`src/rtl/multicycle_ctrl_if.sv`:
```
// Shared-memory request handshake between the control FSM and memory.
// master = controller side, slave = memory side.
interface multicycle_ctrl_if;
  logic mem_req;
  logic mem_we;
  logic iord;
  logic mem_ready;

  modport master (
    output mem_req,
    output mem_we,
    output iord,
    input  mem_ready
  );

  modport slave (
    input  mem_req,
    input  mem_we,
    input  iord,
    output mem_ready
  );
endinterface

```
`src/rtl/multicycle_ctrl.sv`:
```
// Multi-cycle FETCH/DECODE/EXEC/MEM/WB sequencer for the I-type datapath.
// Define MULTICYCLE_PERF_CNT_EN to build the cycle/instruction counters.
module multicycle_ctrl #(
  parameter int WAIT_W   = 4,
  parameter int MAX_WAIT = 15
) (
  input  logic        clock,
  input  logic        reset,
  input  logic        run,
  input  logic [5:0]  opcode,
  input  logic        zero,
  multicycle_ctrl_if.master mem,
  output logic        ir_write,
  output logic        pc_write,
  output logic        pc_src,
  output logic        alu_src,
  output logic        reg_write,
  output logic        mem_to_reg,
  output logic        instr_done,
  output logic        trap,
  output logic [1:0]  trap_code,
  output logic [2:0]  state,
  output logic [31:0] cycle_count,
  output logic [31:0] instr_count
);

  localparam logic [2:0] FETCH  = 3'd0;
  localparam logic [2:0] DECODE = 3'd1;
  localparam logic [2:0] EXEC   = 3'd2;
  localparam logic [2:0] MEM_RD = 3'd3;
  localparam logic [2:0] MEM_WR = 3'd4;
  localparam logic [2:0] WB     = 3'd5;
  localparam logic [2:0] BRANCH = 3'd6;
  localparam logic [2:0] TRAP   = 3'd7;

  localparam logic [WAIT_W-1:0] WAIT_LIM =
    WAIT_W'(MAX_WAIT);

  localparam logic [1:0] TC_ILL  = 2'd1;
  localparam logic [1:0] TC_TOUT = 2'd2;

  logic [2:0]        state_q;
  logic [2:0]        state_n;
  logic [WAIT_W-1:0] wait_q;
  logic [WAIT_W-1:0] wait_n;
  logic [1:0]        code_q;
  logic [1:0]        code_n;

  logic is_beq;
  logic is_bne;
  logic is_alui;
  logic is_lw;
  logic is_sw;
  logic is_br;
  logic is_exec;
  logic taken;
  logic timeout;

  logic req_c;
  logic we_c;
  logic iord_c;
  logic irw_c;
  logic pcw_c;
  logic pcs_c;
  logic alus_c;
  logic rw_c;
  logic m2r_c;
  logic done_c;

  assign is_beq  = opcode == 6'b000100;
  assign is_bne  = opcode == 6'b000101;
  assign is_alui = opcode[5:3] == 3'b001;
  assign is_lw   = opcode == 6'b100011;
  assign is_sw   = opcode == 6'b101011;
  assign is_br   = is_beq | is_bne;
  assign is_exec = is_alui | is_lw | is_sw;

  assign taken = (is_beq & zero)
               | (is_bne & ~zero);

  always_comb begin
    req_c   = 1'b0;
    we_c    = 1'b0;
    iord_c  = 1'b0;
    irw_c   = 1'b0;
    pcw_c   = 1'b0;
    pcs_c   = 1'b0;
    alus_c  = 1'b0;
    rw_c    = 1'b0;
    m2r_c   = 1'b0;
    done_c  = 1'b0;
    state_n = state_q;
    code_n  = code_q;
    unique case (state_q)
      FETCH: begin
        if (run) begin
          req_c = 1'b1;
          if (mem.mem_ready) begin
            irw_c   = 1'b1;
            pcw_c   = 1'b1;
            state_n = DECODE;
          end
        end
      end
      DECODE: begin
        unique case (1'b1)
          is_br:   state_n = BRANCH;
          is_exec: state_n = EXEC;
          default: begin
            state_n = TRAP;
            code_n  = TC_ILL;
          end
        endcase
      end
      EXEC: begin
        alus_c = 1'b1;
        unique case (1'b1)
          is_lw:   state_n = MEM_RD;
          is_sw:   state_n = MEM_WR;
          default: state_n = WB;
        endcase
      end
      MEM_RD: begin
        req_c  = 1'b1;
        iord_c = 1'b1;
        if (mem.mem_ready) state_n = WB;
      end
      MEM_WR: begin
        req_c  = 1'b1;
        iord_c = 1'b1;
        we_c   = 1'b1;
        if (mem.mem_ready) begin
          done_c  = 1'b1;
          state_n = FETCH;
        end
      end
      WB: begin
        rw_c    = 1'b1;
        m2r_c   = is_lw;
        alus_c  = 1'b1;
        done_c  = 1'b1;
        state_n = FETCH;
      end
      BRANCH: begin
        pcw_c   = taken;
        pcs_c   = taken;
        done_c  = 1'b1;
        state_n = FETCH;
      end
      TRAP: begin
        state_n = TRAP;
      end
    endcase
    // a late ready on the last allowed cycle still completes
    if (timeout) begin
      state_n = TRAP;
      code_n  = TC_TOUT;
    end
  end

  assign timeout = req_c
                 & ~mem.mem_ready
                 & (wait_q == WAIT_LIM);

  always_comb begin
    wait_n = wait_q + 1'b1;
    if (state_n != state_q
        || !req_c
        || mem.mem_ready) begin
      wait_n = '0;
    end
  end

  always_ff @(posedge clock or posedge reset) begin
    if (reset) begin
      state_q <= FETCH;
      wait_q  <= '0;
      code_q  <= 2'd0;
    end else begin
      state_q <= state_n;
      wait_q  <= wait_n;
      code_q  <= code_n;
    end
  end

  // strobes stay low while reset is held, even in FETCH with run=1
  assign mem.mem_req = req_c  & ~reset;
  assign mem.mem_we  = we_c   & ~reset;
  assign mem.iord    = iord_c & ~reset;
  assign ir_write    = irw_c  & ~reset;
  assign pc_write    = pcw_c  & ~reset;
  assign pc_src      = pcs_c  & ~reset;
  assign alu_src     = alus_c & ~reset;
  assign reg_write   = rw_c   & ~reset;
  assign mem_to_reg  = m2r_c  & ~reset;
  assign instr_done  = done_c & ~reset;

  assign trap      = state_q == TRAP;
  assign trap_code = code_q;
  assign state     = state_q;

`ifdef MULTICYCLE_PERF_CNT_EN
  logic [31:0] cyc_q;
  logic [31:0] ins_q;
  logic        active;

  assign active = (state_q != TRAP)
               && !(state_q == FETCH && !run);

  always_ff @(posedge clock or posedge reset) begin
    if (reset) begin
      cyc_q <= '0;
      ins_q <= '0;
    end else begin
      if (active) cyc_q <= cyc_q + 32'd1;
      if (done_c) ins_q <= ins_q + 32'd1;
    end
  end

  assign cycle_count = cyc_q;
  assign instr_count = ins_q;
`else
  assign cycle_count = 32'd0;
  assign instr_count = 32'd0;
`endif

endmodule

```
`src/flat_wrapper.sv`:
```
// flat-port wrapper written by rule: the top's interface ports become plain ports
module multicycle_ctrl_flat 
#(
  parameter int WAIT_W   = 4,
  parameter int MAX_WAIT = 15
)
  (clock, reset, run, opcode, zero, ir_write, pc_write, pc_src, alu_src, reg_write, mem_to_reg, instr_done, trap, trap_code, state, cycle_count, instr_count, mem_mem_req, mem_mem_we, mem_iord, mem_mem_ready);
  multicycle_ctrl_if mem_i ();
  input  logic clock;
  input  logic reset;
  input  logic run;
  input  logic [5:0] opcode;
  input  logic zero;
  output logic ir_write;
  output logic pc_write;
  output logic pc_src;
  output logic alu_src;
  output logic reg_write;
  output logic mem_to_reg;
  output logic instr_done;
  output logic trap;
  output logic [1:0] trap_code;
  output logic [2:0] state;
  output logic [31:0] cycle_count;
  output logic [31:0] instr_count;
  output wire logic [$bits(mem_i.mem_req)-1:0] mem_mem_req;
  output wire logic [$bits(mem_i.mem_we)-1:0] mem_mem_we;
  output wire logic [$bits(mem_i.iord)-1:0] mem_iord;
  input wire logic [$bits(mem_i.mem_ready)-1:0] mem_mem_ready;
  assign mem_mem_req = mem_i.mem_req;
  assign mem_mem_we = mem_i.mem_we;
  assign mem_iord = mem_i.iord;
  assign mem_i.mem_ready = mem_mem_ready;
  multicycle_ctrl #(.WAIT_W(WAIT_W), .MAX_WAIT(MAX_WAIT)) u_core (.clock(clock), .reset(reset), .run(run), .opcode(opcode), .zero(zero), .mem(mem_i), .ir_write(ir_write), .pc_write(pc_write), .pc_src(pc_src), .alu_src(alu_src), .reg_write(reg_write), .mem_to_reg(mem_to_reg), .instr_done(instr_done), .trap(trap), .trap_code(trap_code), .state(state), .cycle_count(cycle_count), .instr_count(instr_count));
endmodule
```
`config.mk`:
```
export PLATFORM = sky130hd
export DESIGN_NAME = multicycle_ctrl_flat
export DESIGN_NICKNAME = d
export VERILOG_FILES = /design/src/rtl/multicycle_ctrl_if.sv /design/src/rtl/multicycle_ctrl.sv /design/src/flat_wrapper.sv
export SDC_FILE = /design/constraint.sdc
export NUM_CORES = 1
export LEC_CHECK = 0
export ABC_AREA = 1
export ABC_CLOCK_PERIOD_IN_PS = 1400
export CAP_MARGIN = 30
export CORE_ASPECT_RATIO = 0.5
export CORE_MARGIN = 5
export CORE_UTILIZATION = 25
export CTS_BUF_LIST = sky130_fd_sc_hd__clkbuf_16
export DETAILED_ROUTE_END_ITERATION = 10
export HOLD_SLACK_MARGIN = 0.05
export PLACE_DENSITY = 0.77
export SLEW_MARGIN = 20
export SYNTH_ARGS = -nofsm -noshare
export SYNTH_HDL_FRONTEND = slang
export SYNTH_SLANG_ARGS = --single-unit
```
`constraint.sdc`:
```
create_clock -name clock -period 1.4 [get_ports clock]
set_input_delay 0.28 -clock clock [delete_from_list [all_inputs] [get_ports clock]]
set_output_delay 0.28 -clock clock [all_outputs]
set_load 0.01 [all_outputs]
```
# After elaboration in Yosys (flattened, before gate mapping)
# Cells that the tools add are included.
[word_totals]
regBits = 9
latch_bits = 0
ramBits = 0
rom_bits = 0
input_bits = 11
output_inout_bits = 80
word_cells = 75
memories = 0
[classes]
n_addsub = 1
mul = 0
div_mod_pow = 0
magnitude_cmp = 0
n_eq_ne = 15
n_shift = 0
mux = 25
n_bitwise = 21
n_reduce_logical = 10
[ops]
columns = ["operator", "n"]
rows = [
  ["$pmux 3 s7", 1],
  ["$mux 3", 5],
  ["$and 1x1->1", 14],
  ["$eq 3x3->1 const B", 4],
  ["$eq 6x3->1 const B", 2],
  ["$eq 6x6->1 const B", 2],
  ["$pmux 3 s2", 2],
  ["$mux 1", 10],
  ["$reduce_or 2->1", 4],
  ["$eq 3x1->1 const B", 2],
  ["$eq 3x2->1 const B", 2],
  ["$mux 2", 3],
  ["$pmux 1 s2", 3],
  ["$add 4x1->4 const B", 1],
  ["$eq 4x4->1 const B", 1],
  ["$mux 4", 1],
  ["$or 1x1->1", 4],
  ["$logic_not 3->1", 1],
  ["$ne 3x3->1", 1],
  ["$not 1->1", 3],
  ["$logic_or 1x1->1", 2],
  ["$ne 2x1->1 const B", 1],
  ["$reduce_and 2->1", 1],
  ["$reduce_bool 2->1", 1],
  ["$logic_not 1->1", 1],
]

# Logic depth before layout (Yosys ltp)
# Gate-level depths: netlist of the first run.
[depth]
word_depth = 10
mapped_depth = 13
depth_no_buf = 12

# Least setup slack after synthesis of the first run
# Ideal clock, no wire load.
[synth_timing]
kind = "register to output"
start = "reg u_core.state_q[1] (netlist: u_core.state[1])"
end = "out instr_done"
arrival_time_ns = 1.294
required_ns = 1.120
setup_slack_ns = -0.174
path_stages_with_launch = 9
n_path_buf = 1
path_cell_list = "dfrtp_1 buf_6 nand2_2 nand2_1 nand2_2 nand2_2 nand3_4 nand3_2 nor3_1"
[synth_between]
elab_chain_len = 4
elab_cells_between_ends = 6
cone_classes = "eq/ne (3); mux (1); bitwise (1); reduce/logical (1)"
[synth_lines]
columns = ["item", "line_no", "rtl"]
rows = [
  ["from (decl)", "multicycle_ctrl.sv:42", "logic [2:0] state_q;"],
  ["from (signal assigned)", "multicycle_ctrl.sv:180", "state_q <= state_n;"],
  ["$eq 3x3->1", "multicycle_ctrl.sv:94", "unique case (state_q)"],
  ["$reduce_or 2->1 (no source line)", "n/a", ""],
  ["$pmux 1 s2 (*)", "multicycle_ctrl.sv:94", ""],
  ["$and 1x1->1 (*)", "multicycle_ctrl.sv:196", "assign instr_done = done_c & ~reset;"],
  ["to (decl)", "flat_wrapper.sv:20", "output logic instr_done;"],
]
# Every way passes the cells marked *; elsewhere a longest branch is shown, timed or not.

# Final worst setup path of the first run
# Ends and elaborated chain as after synthesis.

==> results.toml, run 1 <==
[final_layout]
drive_gt1_share_pct = 45.7
fillerInstances = 425
areaGrowthSynthToFinish_pct = 56.6
nNetsFinal = 247
diodes = 0
final_cell_area_sq_um = 1810
final_cells = 291

[worst_setup_path]
endpoint_kind = "output port"
required_ns = 1.12
arrival_ns = 1.55
start_kind = "flip-flop"
ff2ff_path_depth = 13
crit_type = "flip-flop to output port"
critical_path.cell_chain = "buf_6, nor2_4, nand3_2, buf_6, nand2_4, nand3_4, nand3_4, nor3_4, buf_2"
slowest_delay_ns = 0.43
path_max_fanout = 4
r2r_end = "u_core.wait_q[0]"
critical_path.reg2reg.startpoint = "u_core.state[1]"
ff2ff_setup_slack_ns = -0.33
critical_path.slowest_cell = "dfrtp_2"

[route]
drt_iter0_markers = 19
wl_per_cell_um = 11.3
vias = 1095
dr.pass1.iters = 4
drc = 0
drt-vias-per-instance = 3.76
finalWirelength_mm = 3.29
ant_nets = 0

[pwr]
powerDensity_nw_per_um2 = 1510
ir_drop_v = 0.000453
p_leak_uw = 0.000993
power_uw = 2740

[clocking]
clock_latency_ns = 0.23
holdBufCountCts = 0
root_buffer = "clkbuf_16"
cts_buffers = 3
clockBufferDepth = 2
htreeDepth = 1
path_clk_slew_ns = 0.04
cts_sinks = 9
cts_tree = "built"

[timing]
setup_viol = 20
setup_tns_ns = -4.70
finalClockSkew_ns = 0.00193
fin_crit_ns = 1.83
slew_violations = 0
fmax_mhz = 546
finalWorstSetupSlack_ns = -0.433
hold_violations = 0
rsz0062_at_grt = "true"
finalCritPeriodShare_pct = 131

[global_route]
grt_pass1_vias = 1081
antenna_found_initial = 0
grt_pass1_wl_mm = 4.60
grt.total_usage_pct = 9.30
grt_start_max_net_pins = 10
overflow = 0

[logic_synthesis]
synth-seq-area-share_pct = 19.5
syn_area_per_cell_sq_um = 7.10
syn_area_sq_um = 1160
syn_inst = 163
ys_ff_latch = 9
synth_warnings = 0
synth_cell_types = 24

[outcome]
violations = "setup timing"
status = "complete, but fails checks"

[place]
pre_cts_slack_ns = -0.980
dpl_cell_area_sq_um = 1500
gp_congestion = 0.845
dp_cells = 273
numPortBuffers = 26
dp_hpwl_mm = 2.35

[floorplan]
rows = 17
die_y_um = 58.1
initial_core_util_pct = 26.0
core_area_sq_um = 4450
die_w_um = 106
fp.dieArea_sq_um = 6170
pin_count = 91

[hold_path]
min_to = "u_core.trap_code[0]"
worstHoldStart = "u_core.trap_code[0]"
hold_class = "flip-flop to flip-flop"
whs_path_depth = 2

[flow_run]
maxCapViolCount = 0
## layout make-up
class / instances / area [sq um] / share of cell area [%]
Clock inverter: 1 / 3.75 / 0.207
Timing Repair Buffer: 69 / 579 / 32.0
Clock buffer: 3 / 75.1 / 4.14
Tap cell: 57 / 71.3 / 3.93
Sequential cell: 9 / 229 / 12.6
Multi-Input combinational cell: 137 / 793 / 43.8
Inverter: 15 / 61.3 / 3.38
## what timing repair did
item                       in CTS  in global routing
setup endpoints to repair      23                 23
pin swaps                      18                 18
cloned                          0                  0
resized for setup              88                 34
buffers inserted               13                  3
## cell usage in the layout, fill, tap and decap left out, types with 3 or more instances in the layout
master / count
inv_2: 4
nor2_4: 7
nand3_2: 3
nand2_2: 7
clkbuf_16: 3
clkdlybuf4s50_1: 4
inv_1: 10
nand2_4: 3
nor2_2: 6
dlymetal6s2s_1: 3
conb_1: 64
buf_6: 14
dfrtp_1: 6
buf_4: 34
dlygate4sd2_1: 5
nor2_1: 11
nand3_4: 3
buf_2: 9
nand3_1: 4
dfrtp_2: 3
nand2_1: 8
## metrics by stage
stage          util, %  hold WS, ns
6_report          40.8        0.498
5_1_grt           40.8        0.537
4_1_cts           38.1        0.526
3_5_place_dp      33.8        0.516
3_3_place_gp      33.8        0.497
2_1_floorplan        -        0.108
## logic make-up after synthesis
group | Yosys count | synth area share, %
flip-flops | 9 | 19.5
buffers and inverters | 80 | 47.4
XOR/XNOR | 3 | 2.27
other | 1 | 0.324
AO/OA/AOI/OAI | 8 | 3.46
adder cells (fa/ha/maj) | 1 | 1.08
AND/OR/NAND/NOR | 61 | 26.1
## routing by layer
layer	up-vias	share of wire (%)	GRT usage (%)
met5	-	0	0
met4	0	1.9	6.64
met3	6	6.4	0.890
met2	48	59	18.9
met1	519	33	8.98
li1	522	-	-
## power by group
part | total, uW | internal, uW | switching, uW
Sequential | 399 | 322 | 76.7
Combinational | 1860 | 897 | 962
Clock | 485 | 372 | 113
## sequential cells by signal, summed over array words and instances (netlist names)
signal / flops
u_core.wait_q: 4
u_core.state: 3
u_core.trap_code: 2
## critical path: cells and delay by family (launching register included)
kind / cells / cell delay [ns]
flip-flops: 1 / 0.43
buffers and inverters: 3 / 0.41
AND/OR/NAND/NOR: 6 / 0.47
## worst max path at each step
| stage | from | end | depth (start not counted) |
|---|---|---|---|
| final | u_core.state[1] | instr_done | 9 |
| after global routing | u_core.state[2] | instr_done | 7 |
| after CTS | u_core.state[1] | instr_done | 10 |
| after detailed placement | opcode[5] | instr_done | 10 |
| after global placement | opcode[5] | instr_done | 10 |
| after floorplan | u_core.state[1] | pc_write | 7 |
## synthesized netlist by cell type
master,number,share of area (%)
buf_6,1,0.97
inv_2,3,0.97
nand2_2,5,2.7
xnor2_1,2,1.5
nor2_1,22,7.1
nand3_1,7,3.0
o21ai_1,1,0.43
and3_2,1,0.65
xor2_1,1,0.76
o21ai_0,4,1.7
nand2_1,13,4.2
nand3_2,2,1.7
nand4_1,2,1.1
nand3_4,1,1.5
conb_1,1,0.32
or2_2,1,0.54
ha_1,1,1.1
dfrtp_1,9,19
nor3_1,4,1.7
nor3b_1,1,0.65
buf_4,64,42
a21oi_1,3,1.3
inv_1,12,3.9
nor2_2,2,1.1
Power figures use the tool's default switching activity.
==> run 2: changes to the inputs <==
--- a/config.mk
+++ b/config.mk
@@ -6,7 +6,7 @@
 export NUM_CORES = 1
 export LEC_CHECK = 0
 export ABC_AREA = 1
-export ABC_CLOCK_PERIOD_IN_PS = 1400
+export ABC_CLOCK_PERIOD_IN_PS = 1600
 export CAP_MARGIN = 30
 export CORE_ASPECT_RATIO = 0.5
 export CORE_MARGIN = 5
@@ -15,6 +15,7 @@
 export DETAILED_ROUTE_END_ITERATION = 10
 export HOLD_SLACK_MARGIN = 0.05
 export PLACE_DENSITY = 0.77
+export SKIP_LAST_GASP = 1
 export SLEW_MARGIN = 20
 export SYNTH_ARGS = -nofsm -noshare
 export SYNTH_HDL_FRONTEND = slang
==> constraint.sdc (replaced) <==
create_clock -name clock -period 1.6 [get_ports clock]
set_input_delay 0.32 -clock clock [delete_from_list [all_inputs] [get_ports clock]]
set_output_delay 0.32 -clock clock [all_outputs]
set_load 0.01 [all_outputs]
==> run 2 against run 1 <==
  * The flow still finishes with violations (setup timing)
  * Die area stayed put
  * Worst hold slack worse by 0.11 ns
  * Worst setup slack better by 0.062 ns
  * Sequential power hardly changed
  * Cell area is 7.7% higher
  * Clock-buffer cell count stayed put
  * Clock skew is 0.0068 ns higher
  * Flip-flop and latch count stayed put
  * Global-route usage is 2.9 points higher
  * Critical path depth stayed put
  * Wire length is 33% higher
  * Critical path type unchanged
  * Largest cell class unchanged
  * Highest routed layer unchanged
==> results.toml, run 2 (synthesized netlist as in run 1, its figures left out) <==
[global_route]
grt_pass1_vias = 1208
antenna_found_initial = 0
grt_pass1_wl_mm = 5.74
overflow = 0
grt_start_max_net_pins = 10
grt.total_usage_pct = 12.2

[route]
wl_per_cell_um = 14.5
finalWirelength_mm = 4.39
ant_nets = 0
drt-vias-per-instance = 4.11
dr.pass1.iters = 4
drc = 0
drt_iter0_markers = 74
vias = 1241

[floorplan]
pin_count = 91
fp.dieArea_sq_um = 6170
initial_core_util_pct = 26.0
die_y_um = 58.1
die_w_um = 106
rows = 17
core_area_sq_um = 4450

[clocking]
cts_tree = "built"
clockBufferDepth = 2
root_buffer = "clkbuf_16"
cts_sinks = 9
clock_latency_ns = 0.24
cts_buffers = 3
htreeDepth = 1
path_clk_slew_ns = 0.04

[worst_setup_path]
required_ns = 1.28
start_kind = "flip-flop"
endpoint_kind = "output port"
crit_top_cell = "nand2_2"
critical_path.cell_chain = "buf_12, nand2_8, nand2_2, nand2_2, nand2_2, nand3_4, nand3_4, nor3_2, buf_2"
arrival_ns = 1.65
path_max_fanout = 5
slowest_delay_ns = 0.47
critical_path.slowest_cell = "dfrtp_2"
crit_type = "flip-flop to output port"

[pwr]
intPower_uw = 1600
p_leak_uw = 0.00102
p_switching_uw = 1230
power_frac_seq_pct = 14.2
powerDensity_nw_per_um2 = 1450
combPwrFrac_pct = 69.9
ir_drop_v = 0.000396
power_uw = 2830
switching_share_pct = 43.4
pwr-share-clk_pct = 15.9

[final_layout]
diodes = 0
drive_gt1_share_pct = 51.4
layout_commonest_cell = "conb_1"
utilization_pct = 43.9
top_register = "u_core.wait_q"
final_cell_mix = "conb_1, buf_4, nor2_4, nand2_2, dlygate4sd2_1"
largest_reg_flops = 4
nNetsFinal = 258
final_cell_area_sq_um = 1950
final_cells = 302
areaGrowthSynthToFinish_pct = 68.6

[timing]
setup_viol = 17
fmax_mhz = 507
finalClockSkew_ns = 0.00868
whs_ns = 0.387
finalCritPeriodShare_pct = 123
slew_violations = 0
fin_crit_ns = 1.97
finalWorstSetupSlack_ns = -0.371
rsz0062_at_grt = "true"
hold_violations = 0

[place]
gp_congestion = 0.821
dp_cells = 275
numPortBuffers = 26
dp_hpwl_mm = 2.41
dpl_cell_area_sq_um = 1470

[outcome]
status = "complete, but fails checks"
violations = "setup timing"

[hold_path]
hold_class = "input port to asynchronous set/reset pin"

[flow_run]
maxCapViolCount = 0
==> run 2: cell types whose count changed in the layout (fill, tap and decap cells not counted), sizes merged <==
cell	change
buf	+8
dlygate4sd2	+6
dlymetal6s2s	-3
==> run 2: area by class of cell <==
class / instances / area [sq um]
clock buffers: 3 / 75.1
clock inverters: 1 / 3.75
fillers: 375 / 2490
inverters: 15 / 61.3
multi-input cells: 137 / 847
flip-flops and latches: 9 / 229
well taps: 57 / 71.3
repair buffers: 80 / 664
==> run 2: per-stage QoR <==
| stage | worst slack, ns | setup TNS (ns) |
|---|---|---|
| after floorplan | 0.000683 | 0 |
| after detailed placement | -0.891 | -7.42 |
| final | -0.371 | -3.03 |
| after CTS | -0.273 | -1.46 |
| after global placement | -0.816 | -6.39 |
| after global routing | -0.403 | -4.13 |
==> run 2: worst paths after layout <==
kind / from / endpoint / slack, ns / depth (start not counted)
min in group clock: u_core.trap_code[0] / u_core.trap_code[0] / 0.53 / 2
worst min register to register: u_core.trap_code[0] / u_core.trap_code[0] / 0.53 / 2
worst min-delay path: reset / u_core.state[2] / 0.39 / 3
worst max register to register: u_core.state[1] / u_core.wait_q[1] / -0.27 / 14
worst max-delay path: u_core.state[1] / instr_done / -0.37 / 9
max in group asynchronous: reset / u_core.state[0] / 0.92 / 3
==> run 2: metal layers <==
metal  routed length [um]  share of wire [%]  vias up  global-route usage [%]
li1                     -                  -      544                       -
met1                 1440                 33      597                    10.3
met2                 2360                 54       70                    24.0
met3                  279                6.4       30                    3.78
met4                  314                7.2        0                    10.1
met5                    0                  0        -                       0
==> run 2: power by group through the flow <==
stage | combinational [uW] | sequential [uW] | clock [uW]
floorplan | 648 | 344 | 0
global placement | 1070 | 341 | 0
detailed placement | 1110 | 344 | 0
CTS | 1550 | 369 | 437
global route | 2090 | 405 | 469
finish | 1970 | 402 | 450
==> run 2: repair_timing <==
action | 4_1_cts | 5_1_grt
pin swaps | 16 | 18
gates resized for setup | 100 | 33
hold buffers | 0 | 0
setup endpoints to repair | 20 | 19
setup buffers | 24 | 9
==> run 2: worst max-delay path, delay by kind of cell (launching register included) <==
kind | cells | cell delay [ns]
AND/OR/NAND/NOR | 7 | 0.60
flip-flops | 1 | 0.47
buffers and inverters | 2 | 0.32
==> variant 1: new RTL, config.mk and constraints of run 1 <==
`WAIT_W` is set to 4 in 2 places; all go to 5.
--- a/src/rtl/multicycle_ctrl.sv
+++ b/src/rtl/multicycle_ctrl.sv
@@ -1,7 +1,7 @@
 // Multi-cycle FETCH/DECODE/EXEC/MEM/WB sequencer for the I-type datapath.
 // Define MULTICYCLE_PERF_CNT_EN to build the cycle/instruction counters.
 module multicycle_ctrl #(
-  parameter int WAIT_W   = 4,
+  parameter int WAIT_W   = 5,
   parameter int MAX_WAIT = 15
 ) (
   input  logic        clock,
--- a/src/flat_wrapper.sv
+++ b/src/flat_wrapper.sv
@@ -1,7 +1,7 @@
 // flat-port wrapper written by rule: the top's interface ports become plain ports
 module multicycle_ctrl_flat 
 #(
-  parameter int WAIT_W   = 4,
+  parameter int WAIT_W   = 5,
   parameter int MAX_WAIT = 15
 )
   (clock, reset, run, opcode, zero, ir_write, pc_write, pc_src, alu_src, reg_write, mem_to_reg, instr_done, trap, trap_code, state, cycle_count, instr_count, mem_mem_req, mem_mem_we, mem_iord, mem_mem_ready);
Behaviour: same outputs for any inputs over 10 cycles, from zero or initial values and one cycle with reset high; that may be too few to reach the edited logic, so the function may still have changed.
==> variant 1 against run 1 <==
- the flow still finishes with violations (negative setup slack)
- core utilization shrank 0.076 points
- worst setup slack gained 0.14 ns
- largest cell class unchanged
- combinational power shrank 4%
- final area grew 9.7%
- critical endpoint is now pc_write
- sequential share of layout area grew 0.14 points
- sequential cell count grew 1
- non-clock buffer count grew 3
- wire length grew 9.1%
- power shrank 0.27%
- clock skew shrank 0.0012 ns
- area after synthesis grew 8.5%
- largest power group unchanged
- register-to-register slack gained 0.10 ns
- synthesized cell count grew 3.7%
==> variant 1: results (changes against run 1) <==
- Met1 GRT Util: 0.101 (was 0.0898)
- Post-synth cell types: 28 (was 24)
- Hold WC Path Type: input pin to async pin (was flop to flop)
- RePlAce Congestion: 0.799 (was 0.845)
- Metal-1 WL: 1370 um (was 1080 um)
- Max-slew violations: 0 (unchanged)
- Total GRT Usage: 0.0907 (was 0.0930)
- Met3 Usage GRT: 0.0119 (was 0.00890)
- Met3 routed WL: 168 um (was 209 um)
- Vias in the first global route: 1087 (was 1081)
- CP endpoint: pc_write (was instr_done)
- Met2 Resource Use GR: 0.177 (was 0.189)
- Reg2reg setup slack: -0.23 ns (was -0.33 ns)
- Sequential share of the synthesized area: 0.199 (was 0.195)
- LEAKAGE: 1.04 nW (was 0.993 nW)
- Share of post-route cells with drive strength above 1: 0.535 (was 0.457)
- Setup WS post-layout: -0.293 ns (was -0.433 ns)
- Top cells by count, synth: buf_4 (64), nor2_1 (14), inv_1 (13), nand2_1 (13) (was buf_4 (64), nor2_1 (22), nand2_1 (13), inv_1 (12), dfrtp_1 (9))
- Fin Clk Skew: 0.000679 ns (was 0.00193 ns)
- Status: complete, but fails checks (unchanged)
- Largest net degree at the start of global routing: 11 (was 10)
- First-pass GRT wire length: 4760 um (was 4600 um)
- Placed cell area: 0.00164 mm^2 (was 0.00150 mm^2)
- Beginning of the critical path: u_core.state[0] (was u_core.state[1])
- Post-DP HPWL: 2270 um (was 2350 um)
- IO Port Bufs: 26 (unchanged)
- Synth area leaders: buf_4 (38%), dfrtp_1 (20%), nor2_2 (5.0%), nor2_1 (4.2%), inv_1 (3.9%) (was buf_4 (42%), dfrtp_1 (19%), nor2_1 (7.1%), nand2_1 (4.2%), inv_1 (3.9%))
- Worst reg2reg path depth: 12 (was 13)
- Routed WL per cell: 11.5 um (was 11.3 um)
- Pre-CTS setup slack: -0.973 ns (was -0.980 ns)
- Metal2 WL: 2020 um (was 1940 um)
- Largest register FFs: 5 (was 4)
- Peak VDD IR: 0.495 mV (was 0.453 mV)
- Post-Route Setup TNS: -3.27 ns (was -4.70 ns)
- DRT iter0 DRCs: 61 (was 19)
- Final setup viols: 19 (was 20)
- Final nets: 257 (was 247)
- Vias/cell: 3.59 (was 3.76)
- Reg-to-reg endpoint: u_core.wait_q[3] (was u_core.wait_q[0])
- Main synth FF type: dfrtp_1 (unchanged)
- Violations in the final reports: negative setup slack (unchanged)
## variant 1: cell types whose count changed after synthesis, sizes merged
cell           run 1  this run
nand4              2         0
a31oi              0         1
clkinv             0         1
inv               15        17
dfrtp              9        10
nor4               0         1
o21ai              5         6
ha                 1         2
nor3               4         2
nor3b              1         0
nand2             18        20
a21oi              3         4
## variant 1: per-stage QoR
stage | hold WS, ns | utilization | std cells
2_1_floorplan | 0.0735 | - | 232
3_3_place_gp | 0.505 | 0.336 | 295
3_5_place_dp | 0.517 | 0.336 | 295
4_1_cts | 0.237 | 0.377 | 310
5_1_grt | 0.293 | 0.407 | 313
6_report | 0.266 | 0.407 | 313
## variant 1: logic make-up after synthesis
logic type / Yosys count / synth area share
simple gates: 59 / 0.254
other cells: 1 / 0.00299
compound gates: 11 / 0.0568
flops: 10 / 0.199
xor+xnor: 3 / 0.0209
buf+inv: 83 / 0.446
fa+ha+maj: 2 / 0.0199
## variant 1: timing repair
item / 4_1_cts / 5_1_grt
setup endpoints to repair: 25 / 21
buffers inserted: 11 / 8
hold endpoints to repair: 0 / 0
gates resized for setup: 96 / 41
pin swaps: 21 / 20
## variant 1: worst max-delay path, delay by kind of cell, from the launching register on
| kind | cells | cell delay [ns] |
|---|---|---|
| AND/OR/NAND/NOR | 5 | 0.58 |
| flip-flops | 1 | 0.44 |
| buffers and inverters | 2 | 0.16 |
## variant 1: power by group
| group | switching [mW] | internal [mW] |
|---|---|---|
| sequential | 0.0868 | 0.349 |
| combinational | 0.972 | 0.819 |
| clock | 0.135 | 0.375 |
## variant 1: final cells by class
cell class | count | share of cell area
multi-input cells | 139 | 0.452
repair buffers | 72 | 0.296
flip-flops and latches | 10 | 0.128
well taps | 70 | 0.0440
inverters | 18 | 0.0409
clock buffers | 3 | 0.0377
clock inverters | 1 | 0.00189
==> variant 2: new RTL, flow settings as in run 1 <==
Made on the original files. `MAX_WAIT` is set to 15 in 2 places; all go to 7.
--- a/src/rtl/multicycle_ctrl.sv
+++ b/src/rtl/multicycle_ctrl.sv
@@ -2,7 +2,7 @@
 // Define MULTICYCLE_PERF_CNT_EN to build the cycle/instruction counters.
 module multicycle_ctrl #(
   parameter int WAIT_W   = 4,
-  parameter int MAX_WAIT = 15
+  parameter int MAX_WAIT = 7
 ) (
   input  logic        clock,
   input  logic        reset,
--- a/src/flat_wrapper.sv
+++ b/src/flat_wrapper.sv
@@ -2,7 +2,7 @@
 module multicycle_ctrl_flat 
 #(
   parameter int WAIT_W   = 4,
-  parameter int MAX_WAIT = 15
+  parameter int MAX_WAIT = 7
 )
   (clock, reset, run, opcode, zero, ir_write, pc_write, pc_src, alu_src, reg_write, mem_to_reg, instr_done, trap, trap_code, state, cycle_count, instr_count, mem_mem_req, mem_mem_we, mem_iord, mem_mem_ready);
   multicycle_ctrl_if mem_i ();
Function: changed (a bounded check fails within 10 cycles, from zero or initial values and one cycle with reset high).
==> variant 2 against run 1 <==
- the run still ends with negative setup slack left
- power up 4.0%
- critical path depth shrank 2
- final area is 1.2% higher
- global-route usage decreased by 0.31 points
- die area unchanged
- wire length grew 1.3%
- area after synthesis is the same
- worst setup slack lost 0.021 ns
- sequential power down 3%
- register-to-register slack lost 0.03 ns
- sequential cell count did not move
==> variant 2: results (changes against run 1) <==
- Total GRT Usage: 0.0899 (was 0.0930)
- Vias in the first global route: 1035 (was 1081)
- Setup WS post-layout: -0.454 ns (was -0.433 ns)
- Met3 Usage GRT: 0.00779 (was 0.00890)
- Largest stage delay, worst path: 0.42 ns
- Violations in the final reports: negative setup slack (unchanged)
- Top cells by count, synth: buf_4 (64), nor2_1 (23), nand2_1 (14), inv_1 (12), dfrtp_1 (9) (was buf_4 (64), nor2_1 (22), nand2_1 (13), inv_1 (12), dfrtp_1 (9))
- Metal-1 WL: 1110 um (was 1080 um)
- Fill cell count: 422 (was 425)
- Largest net degree at the start of global routing: 10 (unchanged)
- Placed cell area: 0.00149 mm^2 (was 0.00150 mm^2)
- Final setup viols: 20 (unchanged)
- Met3 routed WL: 264 um (was 209 um)
- Post-Route Setup TNS: -5.01 ns (was -4.70 ns)
- Final nets: 248 (was 247)
- CP endpoint: instr_done (unchanged)
- Worst reg2reg path depth: 14 (was 13)
- Ys Warns: 0 (unchanged)
- CTS buffer count: 3 (unchanged)
- Met1 GRT Util: 0.0912 (was 0.0898)
- Hold WC Path Type: input pin to async pin (was flop to flop)
- Sequential share of the synthesized area: 0.195 (unchanged)
- Peak VDD IR: 0.547 mV (was 0.453 mV)
- Beginning of the critical path: u_core.state[2] (was u_core.state[1])
- Metal2 WL: 1770 um (was 1940 um)
- First-pass GRT wire length: 4460 um (was 4600 um)
- CTS sink count: 9 (unchanged)
- Met2 Resource Use GR: 0.168 (was 0.189)
- Fin Clk Skew: 0.00114 ns (was 0.00193 ns)
- LEAKAGE: 0.988 nW (was 0.993 nW)
- Crit-path leading delay family: simple AND/OR/NAND/NOR gates (unchanged)
- Post-DP HPWL: 2340 um (was 2350 um)
- Worst EP arrival: 1.57 ns (was 1.55 ns)
- Vias/cell: 3.82 (was 3.76)
- RePlAce Congestion: 0.894 (was 0.845)
- Reg-to-reg endpoint: u_core.wait_q[0] (unchanged)
- Synth area leaders: buf_4 (42%), dfrtp_1 (19%), nor2_1 (7.5%), nand2_1 (4.5%), inv_1 (3.9%) (was buf_4 (42%), dfrtp_1 (19%), nor2_1 (7.1%), nand2_1 (4.2%), inv_1 (3.9%))
- Share of post-route cells with drive strength above 1: 0.447 (was 0.457)
- DRT iter0 DRCs: 45 (was 19)
- Post-synth cell types: 23 (was 24)
- Diode count: 0 (unchanged)
- Worst r2r src: u_core.state[0] (was u_core.state[1])
- Routed WL per cell: 11.4 um (was 11.3 um)
- Status: complete, but fails checks (unchanged)
- Reg2reg setup slack: -0.36 ns (was -0.33 ns)
- Maximum root-to-sink buffer count: 2 (unchanged)
-- variant 2: cell types whose count changed after synthesis, sizes merged --
cell / run 1 / this run
nand2: 18 / 19
nor2: 24 / 25
and3: 1 / 0
-- variant 2: timing repair --
item / in CTS / in global routing
hold endpoints to repair: 0 / 0
setup buffers: 11 / 8
resized for setup: 78 / 53
pin swaps: 11 / 17
cloned: 0 / 0
setup endpoints to repair: 23 / 22
-- variant 2: logic make-up (layout without fill, tap and decap cells) --
logic type / count (synthesis) / count (layout) / share of synthesized area
adders and majority gates: 1 / 1 / 0.0108
buffers and inverters: 80 / 88 / 0.474
and+or+nand+nor: 62 / 62 / 0.261
other: 1 / 64 / 0.00324
xor gates and xnor gates: 3 / 3 / 0.0227
AOI/OAI and AO/OA: 8 / 8 / 0.0346
DFF: 9 / 9 / 0.195
-- variant 2: metrics by stage --
stage,cells,setup WS (ns),util,hold WS [ns],total power [mW]
2_1_floorplan,227,-0.0539,-,0.108,1.22
3_3_place_gp,272,-0.981,0.334,0.500,1.68
3_5_place_dp,272,-1.04,0.334,0.505,1.72
4_1_cts,287,-0.458,0.371,0.383,2.41
5_1_grt,292,-0.541,0.413,0.429,3.03
6_report,292,-0.454,0.413,0.383,2.85
-- variant 2: area by class of cell --
class,count,share of cell area
inverters,15,0.0334
clock inverters,1,0.00204
flip-flops and latches,9,0.125
multi-input cells,138,0.440
repair buffers,69,0.320
clock buffers,3,0.0409
well taps,57,0.0389
-- variant 2: where the power goes --
| part | switching [mW] | internal, mW |
|---|---|---|
| sequential | 0.0661 | 0.322 |
| combinational | 1.03 | 0.945 |
| clock | 0.116 | 0.372 |
| total | 1.21 | 1.64 |
